===== src/rtl/generador_obstaculos.sv =====
// Obstacle generator: scrolls a three-digit 7-segment obstacle lane, inserting
// LFSR-selected patterns or a periodic bonus, and tracks dodges and world advances.
module generador_obstaculos #(
  parameter logic [2:0] OFF           = 3'd0,
  parameter logic [2:0] WLCM          = 3'd1,
  parameter logic [2:0] CH            = 3'd2,
  parameter logic [2:0] GAME          = 3'd3,
  parameter logic [2:0] WL            = 3'd4,
  parameter logic [2:0] PA            = 3'd5,
  parameter int         SEPARACION    = 2,
  parameter int         BONO_CADA     = 5,
  parameter int         OBS_POR_MUNDO = 8,
  parameter logic [7:0] LFSR_SEED     = 8'hA5
) (
  input  logic        clk_obstaculos,
  input  logic        rst,
  input  logic [2:0]  presente,
  output logic [20:0] display_obs,
  output logic [1:0]  mundo,
  output logic [3:0]  esquivados,
  output logic        nuevo_mundo
);

  localparam logic [6:0] BLANK      = 7'b0000000;
  localparam logic [6:0] BONO       = 7'b1111111;
  localparam logic [2:0] SEP_RELOAD = 3'(SEPARACION - 1);
  localparam logic [3:0] BONO_LIM   = 4'(BONO_CADA);
  localparam logic [3:0] OBS_LIM    = 4'(OBS_POR_MUNDO);
  localparam logic [1:0] MUNDO_WIN  = 2'd3;

  typedef enum logic [1:0] {
    MODO_JUEGO,
    MODO_CONGELA,
    MODO_LIMPIA
  } modo_t;

  logic [7:0] lfsr;
  logic [2:0] cnt_sep;
  logic [3:0] cnt_bono;

  modo_t      modo;
  logic [7:0] lfsr_next;
  logic [3:0] obs_idx;
  logic [3:0] bono_inc;
  logic [6:0] entry;
  logic [2:0] sep_next;
  logic [3:0] bono_next;
  logic [6:0] salida;
  logic       es_obstaculo;

  function automatic logic [6:0] patron(input logic [3:0] idx);
    logic [6:0] p;
    case (idx)
      4'd0:    p = 7'b1100011;
      4'd1:    p = 7'b1011100;
      4'd2:    p = 7'b0001001;
      4'd3:    p = 7'b0011000;
      4'd4:    p = 7'b0100001;
      4'd5:    p = 7'b0100000;
      4'd6:    p = 7'b1000000;
      4'd7:    p = 7'b0001000;
      4'd8:    p = 7'b1010000;
      default: p = BLANK;
    endcase
    return p;
  endfunction

  // Undefined state codes fall into the clearing group alongside OFF/WLCM/CH.
  always_comb begin
    modo = MODO_LIMPIA;
    case (presente)
      GAME:           modo = MODO_JUEGO;
      WL, PA:         modo = MODO_CONGELA;
      OFF, WLCM, CH:  modo = MODO_LIMPIA;
      default:        modo = MODO_LIMPIA;
    endcase
  end

  // Next lane entry and counter values, all derived from the pre-tick state.
  always_comb begin
    lfsr_next = {lfsr[6:0], lfsr[7] ^ lfsr[5] ^ lfsr[4] ^ lfsr[3]};
    obs_idx   = (lfsr[3:0] < 4'd9) ? lfsr[3:0] : lfsr[3:0] - 4'd9;
    bono_inc  = cnt_bono + 4'd1;
    entry     = BLANK;
    bono_next = cnt_bono;
    sep_next  = (cnt_sep == 3'd0) ? SEP_RELOAD : cnt_sep - 3'd1;
    if ((cnt_sep == 3'd0) && (mundo != MUNDO_WIN)) begin
      if (bono_inc == BONO_LIM) begin
        entry     = BONO;
        bono_next = 4'd0;
      end else begin
        entry     = patron(obs_idx);
        bono_next = bono_inc;
      end
    end
    salida       = display_obs[6:0];
    es_obstaculo = (salida != BLANK) && (salida != BONO);
  end

  always_ff @(posedge clk_obstaculos or posedge rst) begin
    if (rst) begin
      display_obs <= '0;
      mundo       <= '0;
      esquivados  <= '0;
      nuevo_mundo <= 1'b0;
      cnt_sep     <= '0;
      cnt_bono    <= '0;
      lfsr        <= LFSR_SEED;
    end else begin
      nuevo_mundo <= 1'b0;
      if (presente != PA) begin
        lfsr <= lfsr_next;
      end
      case (modo)
        MODO_JUEGO: begin
          display_obs <= {entry, display_obs[20:7]};
          cnt_sep     <= sep_next;
          cnt_bono    <= bono_next;
          // Once the last world is reached the dodge tally stops moving.
          if (es_obstaculo && (mundo != MUNDO_WIN)) begin
            if (esquivados + 4'd1 == OBS_LIM) begin
              esquivados  <= 4'd0;
              mundo       <= mundo + 2'd1;
              nuevo_mundo <= 1'b1;
            end else begin
              esquivados <= esquivados + 4'd1;
            end
          end
        end
        MODO_CONGELA: begin
        end
        default: begin
          display_obs <= '0;
          mundo       <= '0;
          esquivados  <= '0;
          cnt_sep     <= '0;
          cnt_bono    <= '0;
        end
      endcase
    end
  end

endmodule


===== config.mk =====
export PLATFORM = sky130hd
export DESIGN_NAME = generador_obstaculos
export DESIGN_NICKNAME = d
export VERILOG_FILES = /design/src/rtl/generador_obstaculos.sv
export SDC_FILE = /design/constraint.sdc
export NUM_CORES = 1
export LEC_CHECK = 0
export CAP_MARGIN = 20
export CORE_MARGIN = 8
export CORE_UTILIZATION = 30
export CTS_CLUSTER_SIZE = 10
export DETAILED_ROUTE_END_ITERATION = 8
export DONT_BUFFER_PORTS = 1
export GPL_TIMING_DRIVEN = 0
export HOLD_SLACK_MARGIN = 0.12
export PLACE_DENSITY_LB_ADDON = 0.05
export SLEW_MARGIN = 20
export SYNTH_ARGS = -nofsm -noshare
export SYNTH_HDL_FRONTEND = slang
export SYNTH_SLANG_ARGS = --single-unit

===== constraint.sdc =====
create_clock -name clk_obstaculos -period 4 [get_ports clk_obstaculos]
set_clock_uncertainty 0.05 [all_clocks]
set_input_delay 0.8 -clock clk_obstaculos [delete_from_list [all_inputs] [get_ports clk_obstaculos]]
set_output_delay 0.8 -clock clk_obstaculos [all_outputs]
set_load 0.1 [all_outputs]

==> impl_metrics.ini <==
[cells_and_area]
multi_input_area_mm2 = 0.00110
nets = 250
areaGrowthSynthToFinish_pct = 12.3
antenna_cells = 0
drive_gt1_share_pct = 10.5
fillers = 759
seq_area_mm2 = 0.00108

[synth]
synth_seq_cells = 43
synth_top_area_share_pct = 42.7
synth_cell_types = 53
yosysMostFrequentCell = dfrtp_1
ys_warn_count = 0
synth_area_per_cell_um2 = 9.98
netlist_area_mm2 = 0.00229
yosys-top-cells-count = dfrtp_1 (39), nand2_1 (23), o21ai_0 (18)
seq_area_frac_synth_pct = 47.3
synth_edf_count = 0
syn_nets = 242
synth_ff_type = dfrtp_1
synth_largest_area_cell = dfrtp_1
synth_cells = 229
synth_area_leaders = dfrtp_1 (43%), a22o_1 (5.7%), dfstp_2 (4.6%), ha_1 (4.4%), o21ai_0 (3.9%)
async_reset_ff_share_pct = 100

[floorplanning]
initial_core_util_pct = 30.2
num_rows = 32
ios = 33
die_w_um = 103
fp.dieH_um = 103
dieArea_mm2 = 0.0107
coreArea_mm2 = 0.00757

[power_and_ir_drop]
powerDensity_mw_per_mm2 = 605
finalPower_w = 0.00155
irDropWorstVdd_mv = 0.258
leakagePower_nw = 1.10

[cts]
cts-htree-levels = 2
post_cts_buffers = 0
cts_tree = built
cts_root_buf = clkbuf_8
cts_hold_buf = 0
clk_pin_slew_ps = 90
clock_latency_ps = 290
numCtsBuffers = 5
cts_buffer_depth = 2
cts_resized = 0
clkSinkCount = 43

[grt]
first_global_vias = 1757
grt_use_total_pct = 11.4
grt_max_degree = 27
grt.overflow.total = 0
grt_pass1_wl_mm = 9.52
antenna_found_initial = 0

[sta]
min_period_ps = 2580
hold_viol = 0
setup-tns-final_ps = 0
grt_setup_unrepaired = false
max_freq_mhz = 388
maxSlewHeadroom_pct = 30.1
worstMarginPinSlew_ps = 1050
setup_viol = 0
slew_violations = 0
finalCritPeriodShare_pct = 64.4

[detailed_routing]
drt_iter0_drc = 55
ant_nets = 0
routed_wl_mm = 5.73
wl_per_cell_um = 16.9
drc = 0
vias_per_cell = 5.08
drtPass1Iterations = 4
vias = 1726

[setup_path]
startpoint_type = register
slowest_stage = dfrtp_1
path_class = reg -> reg
worst_ep_required_time_ps = 4170
cp_max_fo = 10
arrival_ps = 2740
cpPeakStageDelay_ps = 770
cp-end-kind = register
cp_cell_sequence = ha_1 > nor2b_1 > nand2_1 > a21oi_1 > nand2b_1 > a31oi_1

[placement]
post-dp-hpwl_mm = 4.13
place.gp.congestion = 0.733
portBuffers = 0

[job]
maxCapViolCount = 0

[worst_hold_path]
min_path_type = in -> async

[status]
outcome = complete, no violations
## cells by family (layout without fill, tap and decap cells)
family / count (synthesis) / after routing / share of synthesized area, %
compound gates: 77 / 77 / 23.2
xor+xnor: 5 / 5 / 1.92
fa+ha+maj: 8 / 8 / 4.38
buf+inv: 27 / 36 / 4.43
flops: 43 / 43 / 47.3
mux: 6 / 6 / 2.90
simple gates: 63 / 63 / 15.9
## cells in the final DEF, fill, tap and decap left out, types with 2 or more instances in the layout
cell type	netlist	final
dfrtp_1	39	39
nand2_1	23	23
o21ai_0	18	18
a21oi_1	16	16
clkbuf_1	14	15
a22o_1	15	15
inv_1	13	12
ha_1	8	8
nand3_1	6	6
nand2b_1	6	6
nor2_1	6	6
mux2_2	5	5
clkbuf_8	0	5
o22ai_1	4	4
dfstp_2	4	4
nor2b_1	3	3
nand3b_1	3	3
xnor2_1	3	3
and3b_1	2	2
and2_1	2	2
o21ai_1	2	2
nor4bb_1	2	2
a41oi_1	2	2
o221ai_1	2	2
xor2_1	2	2
bufinv_16	0	2
## critical path, delay by kind of cell, from the launching register on
kind,cells,cell delay [ps]
compound gates,2,440
fa+ha+maj,1,460
flops,1,770
simple gates,3,780
## report_power, final
part           internal, W  switching, W  leakage, nW  total, W
Clock             0.000250      0.000162       0.0654  0.000412
Combinational     0.000207      0.000294        0.456  0.000501
Sequential        0.000502      0.000138        0.576  0.000640
## metal layers
layer / routed length (um) / part of all wire (%) / global-route usage [%]
met3: 378 / 6.6 / 3.28
met2: 2570 / 45 / 18.0
met4: 41 / 0.72 / 2.67
met1: 2740 / 48 / 15.1
met5: 0 / 0 / 0
## layout make-up
class	count	share of cell area (%)
tap	102	4.97
sequential	43	42.1
clock buffer	6	2.83
timing repair buffer	1	0.780
multi-input combinational	159	43.0
buffer	14	2.05
clock inverter	2	2.34
inverter	13	1.90
## registers in the layout, summed over array words and instances (netlist names)
signal and count:
cnt_bono 4, cnt_sep 3, display_obs 21, esquivados 4
lfsr 8, mundo 2, nuevo_mundo 1
## through the flow
step / hold slack (ps) / cell area [um2] / util, % / cells / setup slack, ps
3_5_place_dp: 445 / 2430 / 32.2 / 332 / 1430
3_3_place_gp: 443 / 2410 / 31.9 / 331 / 1430
6_report: 339 / 2570 / 33.9 / 340 / 1420
5_1_grt: 351 / 2570 / 33.9 / 340 / 1210
4_1_cts: 347 / 2570 / 33.9 / 340 / 1400
2_1_floorplan: 425 / 2290 / - / 229 / 1690
## worst paths after layout
kind / end / startpoint / slack, ps / cells after the start
min in group clk_obstaculos: lfsr[6] / lfsr[6] / 460 / 1
worst min-delay path: mundo[0] / rst / 340 / 1
worst max register to register: cnt_bono[2] / mundo[0] / 1420 / 6
worst max-delay path: cnt_bono[2] / mundo[0] / 1420 / 6
worst min register to register: lfsr[6] / lfsr[6] / 460 / 1
max in group asynchronous: display_obs[9] / rst / 3060 / 2
Note: power is estimated with default switching activity, not from simulation.
